File: src/rtl/uart_defs_pkg.sv
// rtl/uart_defs_pkg.sv - shared definitions for the UART transmit path
package uart_defs_pkg;

    typedef enum logic [1:0] {
        ST_IDLE  = 2'd0,
        ST_START = 2'd1,
        ST_DATA  = 2'd2,
        ST_STOP  = 2'd3
    } tx_state_e;

    localparam int DATA_BITS  = 8;
    localparam int FRAME_BITS = 10;

endpackage

File: src/rtl/tx_byte_fifo.sv
// rtl/tx_byte_fifo.sv - synchronous byte FIFO with registered count and flags
module tx_byte_fifo #(
    parameter int ADDR_W = 4,
    parameter int WIDTH  = 8
) (
    input  logic             clk,
    input  logic             rst,
    input  logic             push,
    input  logic [WIDTH-1:0] din,
    input  logic             pop,
    output logic [WIDTH-1:0] dout,
    output logic             full,
    output logic             empty
);

    localparam int DEPTH = 1 << ADDR_W;
    localparam int CNT_W = ADDR_W + 1;

    logic [WIDTH-1:0]  mem_q [DEPTH];
    logic [ADDR_W-1:0] wr_ptr_q, wr_ptr_d;
    logic [ADDR_W-1:0] rd_ptr_q, rd_ptr_d;
    logic [CNT_W-1:0]  count_q, count_d;
    logic              full_q, full_d;
    logic              empty_q, empty_d;
    logic              push_ok;
    logic              pop_ok;

    // Acceptance is judged on the flags as they stood this cycle, so a pop
    // never opens a slot for a simultaneous push into a full FIFO.
    assign push_ok = push && !full_q;
    assign pop_ok  = pop && !empty_q;

    always_comb begin
        wr_ptr_d = wr_ptr_q;
        rd_ptr_d = rd_ptr_q;
        count_d  = count_q;
        if (push_ok) begin
            wr_ptr_d = wr_ptr_q + ADDR_W'(1);
        end
        if (pop_ok) begin
            rd_ptr_d = rd_ptr_q + ADDR_W'(1);
        end
        if (push_ok && !pop_ok) begin
            count_d = count_q + CNT_W'(1);
        end else if (pop_ok && !push_ok) begin
            count_d = count_q - CNT_W'(1);
        end
        full_d  = (count_d == CNT_W'(DEPTH));
        empty_d = (count_d == '0);
    end

    always_ff @(posedge clk) begin
        if (push_ok) begin
            mem_q[wr_ptr_q] <= din;
        end
    end

    always_ff @(posedge clk or negedge rst) begin
        if (!rst) begin
            wr_ptr_q <= '0;
            rd_ptr_q <= '0;
            count_q  <= '0;
            full_q   <= 1'b0;
            empty_q  <= 1'b1;
        end else begin
            wr_ptr_q <= wr_ptr_d;
            rd_ptr_q <= rd_ptr_d;
            count_q  <= count_d;
            full_q   <= full_d;
            empty_q  <= empty_d;
        end
    end

    assign dout  = mem_q[rd_ptr_q];
    assign full  = full_q;
    assign empty = empty_q;

endmodule

File: src/rtl/uart_tx_fifo_serial.sv
// rtl/uart_tx_fifo_serial.sv - buffered 8N1 UART transmitter
module uart_tx_fifo_serial
    import uart_defs_pkg::*;
#(
    parameter int CLK_FREQ = 100_000_000,
    parameter int BAUD     = 9600,
    parameter int ADDR_W   = 4
) (
    input  logic       clk,
    input  logic       rst,
    input  logic       tx_push,
    input  logic [7:0] tx_data,
    output logic       tx_full,
    output logic       tx_empty,
    output logic       tx_busy,
    output logic       tx
);

    localparam int BIT_CYC = CLK_FREQ / BAUD;
    localparam int BAUD_W  = $clog2(BIT_CYC);
    localparam logic [BAUD_W-1:0] BAUD_LAST = BAUD_W'(BIT_CYC - 1);
    localparam logic [2:0]        BIT_LAST  = 3'(DATA_BITS - 1);

    tx_state_e         state_q, state_d;
    logic [BAUD_W-1:0] baud_cnt_q, baud_cnt_d;
    logic [2:0]        bit_cnt_q, bit_cnt_d;
    logic [7:0]        shift_q, shift_d;
    logic              tx_q, tx_d;
    logic              fifo_pop;
    logic [7:0]        fifo_dout;
    logic              fifo_full;
    logic              fifo_empty;
    logic              baud_done;

    tx_byte_fifo #(
        .ADDR_W (ADDR_W),
        .WIDTH  (8)
    ) u_fifo (
        .clk   (clk),
        .rst   (rst),
        .push  (tx_push),
        .din   (tx_data),
        .pop   (fifo_pop),
        .dout  (fifo_dout),
        .full  (fifo_full),
        .empty (fifo_empty)
    );

    assign baud_done = (baud_cnt_q == BAUD_LAST);

    // tx_d is the line level for the state being entered, so the registered
    // output changes on the same edge as the state.
    always_comb begin
        state_d    = state_q;
        baud_cnt_d = baud_cnt_q;
        bit_cnt_d  = bit_cnt_q;
        shift_d    = shift_q;
        tx_d       = tx_q;
        fifo_pop   = 1'b0;
        case (state_q)
            ST_IDLE: begin
                tx_d = 1'b1;
                if (!fifo_empty) begin
                    fifo_pop   = 1'b1;
                    shift_d    = fifo_dout;
                    baud_cnt_d = '0;
                    tx_d       = 1'b0;
                    state_d    = ST_START;
                end
            end
            ST_START: begin
                if (baud_done) begin
                    baud_cnt_d = '0;
                    bit_cnt_d  = '0;
                    tx_d       = shift_q[0];
                    state_d    = ST_DATA;
                end else begin
                    baud_cnt_d = baud_cnt_q + BAUD_W'(1);
                end
            end
            ST_DATA: begin
                if (baud_done) begin
                    baud_cnt_d = '0;
                    if (bit_cnt_q == BIT_LAST) begin
                        tx_d    = 1'b1;
                        state_d = ST_STOP;
                    end else begin
                        shift_d   = {1'b0, shift_q[7:1]};
                        bit_cnt_d = bit_cnt_q + 3'd1;
                        tx_d      = shift_q[1];
                    end
                end else begin
                    baud_cnt_d = baud_cnt_q + BAUD_W'(1);
                end
            end
            ST_STOP: begin
                if (baud_done) begin
                    baud_cnt_d = '0;
                    tx_d       = 1'b1;
                    state_d    = ST_IDLE;
                end else begin
                    baud_cnt_d = baud_cnt_q + BAUD_W'(1);
                end
            end
            default: begin
                tx_d    = 1'b1;
                state_d = ST_IDLE;
            end
        endcase
    end

    always_ff @(posedge clk or negedge rst) begin
        if (!rst) begin
            state_q    <= ST_IDLE;
            baud_cnt_q <= '0;
            bit_cnt_q  <= '0;
            shift_q    <= '0;
            tx_q       <= 1'b1;
        end else begin
            state_q    <= state_d;
            baud_cnt_q <= baud_cnt_d;
            bit_cnt_q  <= bit_cnt_d;
            shift_q    <= shift_d;
            tx_q       <= tx_d;
        end
    end

    assign tx       = tx_q;
    assign tx_busy  = (state_q != ST_IDLE);
    assign tx_full  = fifo_full;
    assign tx_empty = fifo_empty;

endmodule
File: config.mk
export PLATFORM = sky130hd
export DESIGN_NAME = uart_tx_fifo_serial
export DESIGN_NICKNAME = d
export VERILOG_FILES = /design/src/rtl/uart_defs_pkg.sv /design/src/rtl/tx_byte_fifo.sv /design/src/rtl/uart_tx_fifo_serial.sv
export SDC_FILE = /design/constraint.sdc
export NUM_CORES = 1
export LEC_CHECK = 0
export CAP_MARGIN = 40
export CORE_AREA = 2 2 129 131
export CTS_CLUSTER_SIZE = 10
export DETAILED_ROUTE_END_ITERATION = 10
export DIE_AREA = 0 0 131 133
export RECOVER_POWER = 100
export SYNTH_ARGS = -nofsm -noshare
export SYNTH_HDL_FRONTEND = slang
export SYNTH_SLANG_ARGS = --single-unit
File: constraint.sdc
create_clock -name clk -period 1.8 [get_ports clk]
set_input_delay 0.27 -clock clk [delete_from_list [all_inputs] [get_ports clk]]
set_output_delay 0.27 -clock clk [all_outputs]
set_load 0.01 [all_outputs]
Yosys cells after proc, flatten, opt, wreduce, memory -nomap -nowiden
Memories as Yosys holds them, arrays and structs flattened.
Index checks and enable logic that the tools add are counted.
W data, S select, Z words.
{ "totals": {"regBits": 43, "latch_bits": 0, "ramBits": 128, "mem_bits_ro": 0, "inputBits": 11, "output_inout_bits": 4, "word_cells": 76, "mem_count": 1} }
{ "memory_table": {"columns": ["memory", "depth", "width", "rd", "rd_ports_with_merged_regs", "wr", "line_no", "rtl"], "rows": [
  ["u_fifo.mem_q", 16, 8, 1, 0, 1, "tx_byte_fifo.sv:19", "logic [WIDTH-1:0] mem_q [DEPTH];"]
]} }
{ "classes": {"add_sub_neg": 6, "multipliers": 0, "div_mod_pow": 0, "n_lt_le_gt_ge": 0, "eq_ne": 12, "shift": 0, "mux": 29, "n_bitwise": 0, "reduce_logical": 18} }
{ "op_table": {"columns": ["op", "n"], "rows": [
  ["$mux W14", 2],
  ["$pmux W14 S2", 1],
  ["$mux W8", 3],
  ["$pmux W8 S2", 1],
  ["$add A14 B1 Y14 const B", 1],
  ["$eq A14 B14 Y1 const B", 1],
  ["$ne A2 B2 Y1 const B", 6],
  ["$mux W2", 5],
  ["$mux W5", 2],
  ["$mux W1", 9],
  ["$mux W3", 3],
  ["$add A4 B1 Y4 const B", 2],
  ["$pmux W2 S4", 1],
  ["$reduce_and A4 Y1", 2],
  ["$pmux W3 S2", 1],
  ["$reduce_bool A2 Y1", 3],
  ["$add A5 B1 Y5 const B", 1],
  ["$eq A5 B5 Y1 const B", 1],
  ["$logic_not A5 Y1", 1],
  ["$reduce_and A5 Y1", 1],
  ["$sub A5 B1 Y5 const B", 1],
  ["$eq A2 B2 Y1 const B", 2],
  ["$logic_and A1 B1 Y1", 4],
  ["$logic_not A1 Y1", 4],
  ["other kinds (7)", 7]
]} }

Depth between registers and ports, before layout
{ "logic_depth": {"ltp_word": 7, "depth_mapped": 8, "mapped_depth_nobuf": 8} }

Hierarchy
Synthesis repeated with hierarchy kept, for this count alone.
{ "unflattened": {"cells_unflattened": 504, "hier_area_um2": 7785.0} }
{ "by_module_without_submodules": {"columns": ["mod", "n_inst", "cells_each", "area_each_um2", "seq_area_each_um2"], "rows": [
  ["tx_byte_fifo", 1, 297, 5876.9, 4220.3],
  ["uart_tx_fifo_serial", 1, 207, 1908.1, 701.9]
]} }

Worst setup path after synthesis
No wires, ideal clock.
{ "synth_timing": {"path_type": "register to register", "start": "register baud_cnt_q[0]", "end": "register state_q[1]", "setup_ns": 0.128, "arrival_ns": 1.912, "required_ns": 1.672, "slack_ns": -0.240, "path_stages_with_launch": 7, "path_buffers": 0, "period_less_slack_ns": 2.040, "path_cell_list": "dfrtp_1 ha_1 nand4b_1 or4_4 o31ai_4 nor3b_2 mux2_1"} }
{ "synth_between": {"elab_chain_len": 3, "elab_cells_between_ends": 5, "classes_between": "eq/ne: 4; reduce/logical: 1"} }
{ "synth_lines": {"columns": ["element", "line_no", "rtl"], "rows": [
  ["start: declaration", "uart_tx_fifo_serial.sv:25", "logic [BAUD_W-1:0] baud_cnt_q, baud_cnt_d;"],
  ["start signal: assignment", "uart_tx_fifo_serial.sv:121", "baud_cnt_q <= baud_cnt_d;"],
  ["$eq A14 B14 Y1 (*)", "uart_tx_fifo_serial.sv:49", "assign baud_done = (baud_cnt_q == BAUD_LAST);"],
  ["$ne A2 B2 Y1 (no line)", null, null],
  ["$reduce_and A5 Y1 (no line) (*)", null, null],
  ["end signal: assignment", "uart_tx_fifo_serial.sv:120", "state_q <= state_d;"],
  ["end: declaration", "uart_tx_fifo_serial.sv:24", "tx_state_e state_q, state_d;"]
]} }
Every way passes the cells marked *; elsewhere a longest branch is shown, timed or not.
A chain may end at the register's enable or synchronous reset.

Final worst setup path
{ "layout_timing": {"start": "register baud_cnt_q[1]", "end": "register state_q[1]"} }
Same word-level chain as after synthesis.

==> flow_metrics.py <==
metrics = {
    "clock_tree": {
        "cts-root-buf": "clkbuf_16",
        "cts-buffers-inserted": 17,
        "cts.reportedPaths.clkPinSlew_ps": 70,
        "clk_path_buf_depth": 2,
        "cts_tree": "built",
        "h-tree-depth": 4,
        "cts.sinks": 171,
        "clock_latency_ps": 420,
    },
    "sta": {
        "finalSetupViolCount": 27,
        "worst_slack_ps": -203,
        "slew_headroom_pct": 35.9,
        "period_needed_ps": 2000,
        "finalCritPeriodShare_pct": 111,
        "rsz0062_at_grt": "true",
        "hold_viol_final": 0,
        "worst_hold_slack_ps": 458,
        "setup_tns_ps": -3260,
        "fmax_mhz": 499,
        "slew_viol_final": 0,
        "max_slew.worst_pin.slew_ps": 961,
        "fin_skew_ps": 5.32,
    },
    "routing": {
        "drt_iter0_drc": 397,
        "postRouteAntennaNets": 0,
        "vias": 4629,
        "avgRoutedWirePerCell_um": 18.5,
        "routed_wl_um": 15800,
        "dr.pass1.iters": 5,
        "vias_per_cell": 5.43,
        "remaining_drc_errors": 0,
    },
    "place": {
        "gp_congestion": 0.816,
        "place_hpwl_um": 10300,
        "place_area_um2": 8230,
        "dp_slack_ps": -239,
        "numPortBuffers": 14,
    },
    "floorplanning": {
        "core_um2": 16200,
        "chipWidth_um": 131,
        "io_pins": 15,
        "start_util_pct": 45.1,
        "core.rowCount": 47,
        "die_h_um": 133,
        "die-area_um2": 17400,
    },
    "setup_path": {
        "worst_path_largest_cell_delay_ps": 540,
        "crit_family": "simple AND/OR/NAND/NOR gates",
        "worstPathMaxFanout": 2,
        "criticalPathCategory": "flip-flop to flip-flop",
        "slowest_stage": "or4_4",
        "arrival_ps": 2310,
        "cp_num_buf_inv": 0,
        "start_kind": "flip-flop",
        "cp.required_ps": 2110,
        "endpoint_kind": "flip-flop",
        "cp_cell_sequence": "ha_2 -> nand4b_1 -> or4_4 -> o31ai_4 -> nor3b_4 -> mux2_4",
    },
    "logic_synthesis": {
        "syn_nets": 540,
        "yosysMostFrequentCell": "edfxtp_1",
        "syn_area_per_cell_um2": 14.2,
        "syn-instance-count": 514,
        "ys.flop_type": "edfxtp_1",
        "ys_async_sr_fraction_pct": 25.1,
        "ys_types": 44,
        "synth_top_area_share_pct": 52.7,
        "synth_area_leaders": "edfxtp_1, dfrtp_1, mux2i_1, ha_1, a22oi_1",
        "synth_edf_count": 128,
        "synthTopCellsByCount": "edfxtp_1, mux2i_1, nand2_1, dfrtp_1, nor2_1",
        "syn_area_um2": 7290,
        "seq_area_frac_synth_pct": 67.5,
        "synth_top_cell_by_area": "edfxtp_1",
        "yosys_warnings": 0,
        "ys_seq_elements": 171,
    },
    "cells_and_area": {
        "final_area_um2": 9130,
        "area_growth_pct": 25.2,
        "antenna_cells": 0,
        "fillers": 1287,
        "drive_above_1_share_pct": 26.5,
        "final_util_pct": 56.4,
        "nets": 646,
    },
    "hold_path": {
        "min_path_type": "input port to async pin",
    },
    "grt": {
        "grt_pass1_wl_um": 24200,
        "groute.usage.overall_pct": 18.8,
        "grt_remaining_overflow": 0,
        "antenna_found_initial": 0,
        "first_global_vias": 4480,
        "grt_max_degree": 30,
    },
    "flow_run": {
        "maxCapViolations": 0,
    },
    "outcome": {
        "run_status": "finished with violations",
        "violations": "setup timing",
    },
    "power_and_ir_drop": {
        "ir_drop_mv": 0.835,
        "leakagePower_uw": 0.00346,
        "p_per_area_nw_per_um2": 1560,
    },
}
==> per-stage QoR <==
stage / std cells / total power (µW)
floorplan: 514 / 8300
global placement: 802 / 9860
detailed placement: 802 / 9990
CTS: 844 / 13900
global route: 853 / 15000
finish: 853 / 14200
==> cells by family after synthesis <==
| kind of cell | Yosys count | synth area share, % |
|---|---|---|
| AO/OA/AOI/OAI | 93 | 8.72 |
| XOR/XNOR | 12 | 1.44 |
| flip-flops | 171 | 67.5 |
| adder cells (fa/ha/maj) | 15 | 2.57 |
| buffers and inverters | 32 | 1.80 |
| AND/OR/NAND/NOR | 128 | 8.43 |
| multiplexers | 63 | 9.52 |
==> cells in the final DEF (no fill, tap or decap), drive strengths merged, types with 7 or more instances in the layout <==
cell and instances:
a21oi 10, a22oi 22, a31oi 10, a32oi 7, buf 74, clkbuf 39, dfrtp 41, dlygate4sd3 10
edfxtp 128, ha 15, inv 16, mux2i 57, nand2 42, nand3 14, nor2 32, nor2b 8
o21ai 28, xnor2 9
==> where the power goes <==
part	internal [µW]	total, µW	switching (µW)
clock network	2100	3690	1590
registers	4900	5420	523
logic	2410	5110	2700
total	9410	14200	4810
==> flip-flops by register name, indices dropped and copies added (netlist names) <==
name	flops
u_fifo.full	1
bit_cnt_q	3
u_fifo.empty	1
u_fifo.mem_q	128
u_fifo.count_q	5
tx	1
u_fifo.wr_ptr_q	4
shift_q	8
u_fifo.rd_ptr_q	4
state_q	2
baud_cnt_q	14
==> worst paths after layout <==
path	startpoint	end	slack [ps]	cells past startpoint
min in group clk	tx	tx	510	2
max	baud_cnt_q[1]	state_q[1]	-200	6
min reg2reg	tx	tx	510	2
max reg2reg	baud_cnt_q[1]	state_q[1]	-200	6
min	rst	baud_cnt_q[7]	460	2
max in group asynchronous	rst	shift_q[0]	440	3
==> area by class of cell <==
cell class	instances	area [µm²]	area share [%]
clock buffer	17	425	4.66
clock inverter	15	183	2.00
inverter	9	33.8	0.370
multi-input combinational	312	2460	26.9
sequential	171	4920	54.0
tap	220	275	3.02
timing repair buffer	109	827	9.06
==> what timing repair did <==
item                                   in CTS  in global routing
hold buffers                                1                  0
setup endpoints to repair                  20                 29
gates cloned                                1                  1
pin swaps                                   2                 13
endpoints found under the hold margin      25                  0
setup buffers                               8                  8
resized for setup                          17                 61
==> layer usage <==
metal | part of all wire [%] | routed length (µm) | vias up | global-route usage, %
li1 | - | - | 2186 | -
met1 | 44 | 7010 | 2299 | 26.5
met2 | 50 | 7880 | 116 | 29.5
met3 | 3.7 | 577 | 28 | 3.76
met4 | 2.0 | 314 | 0 | 5.79
met5 | 0 | 0 | - | 0
Power figures use the tool's default switching activity.
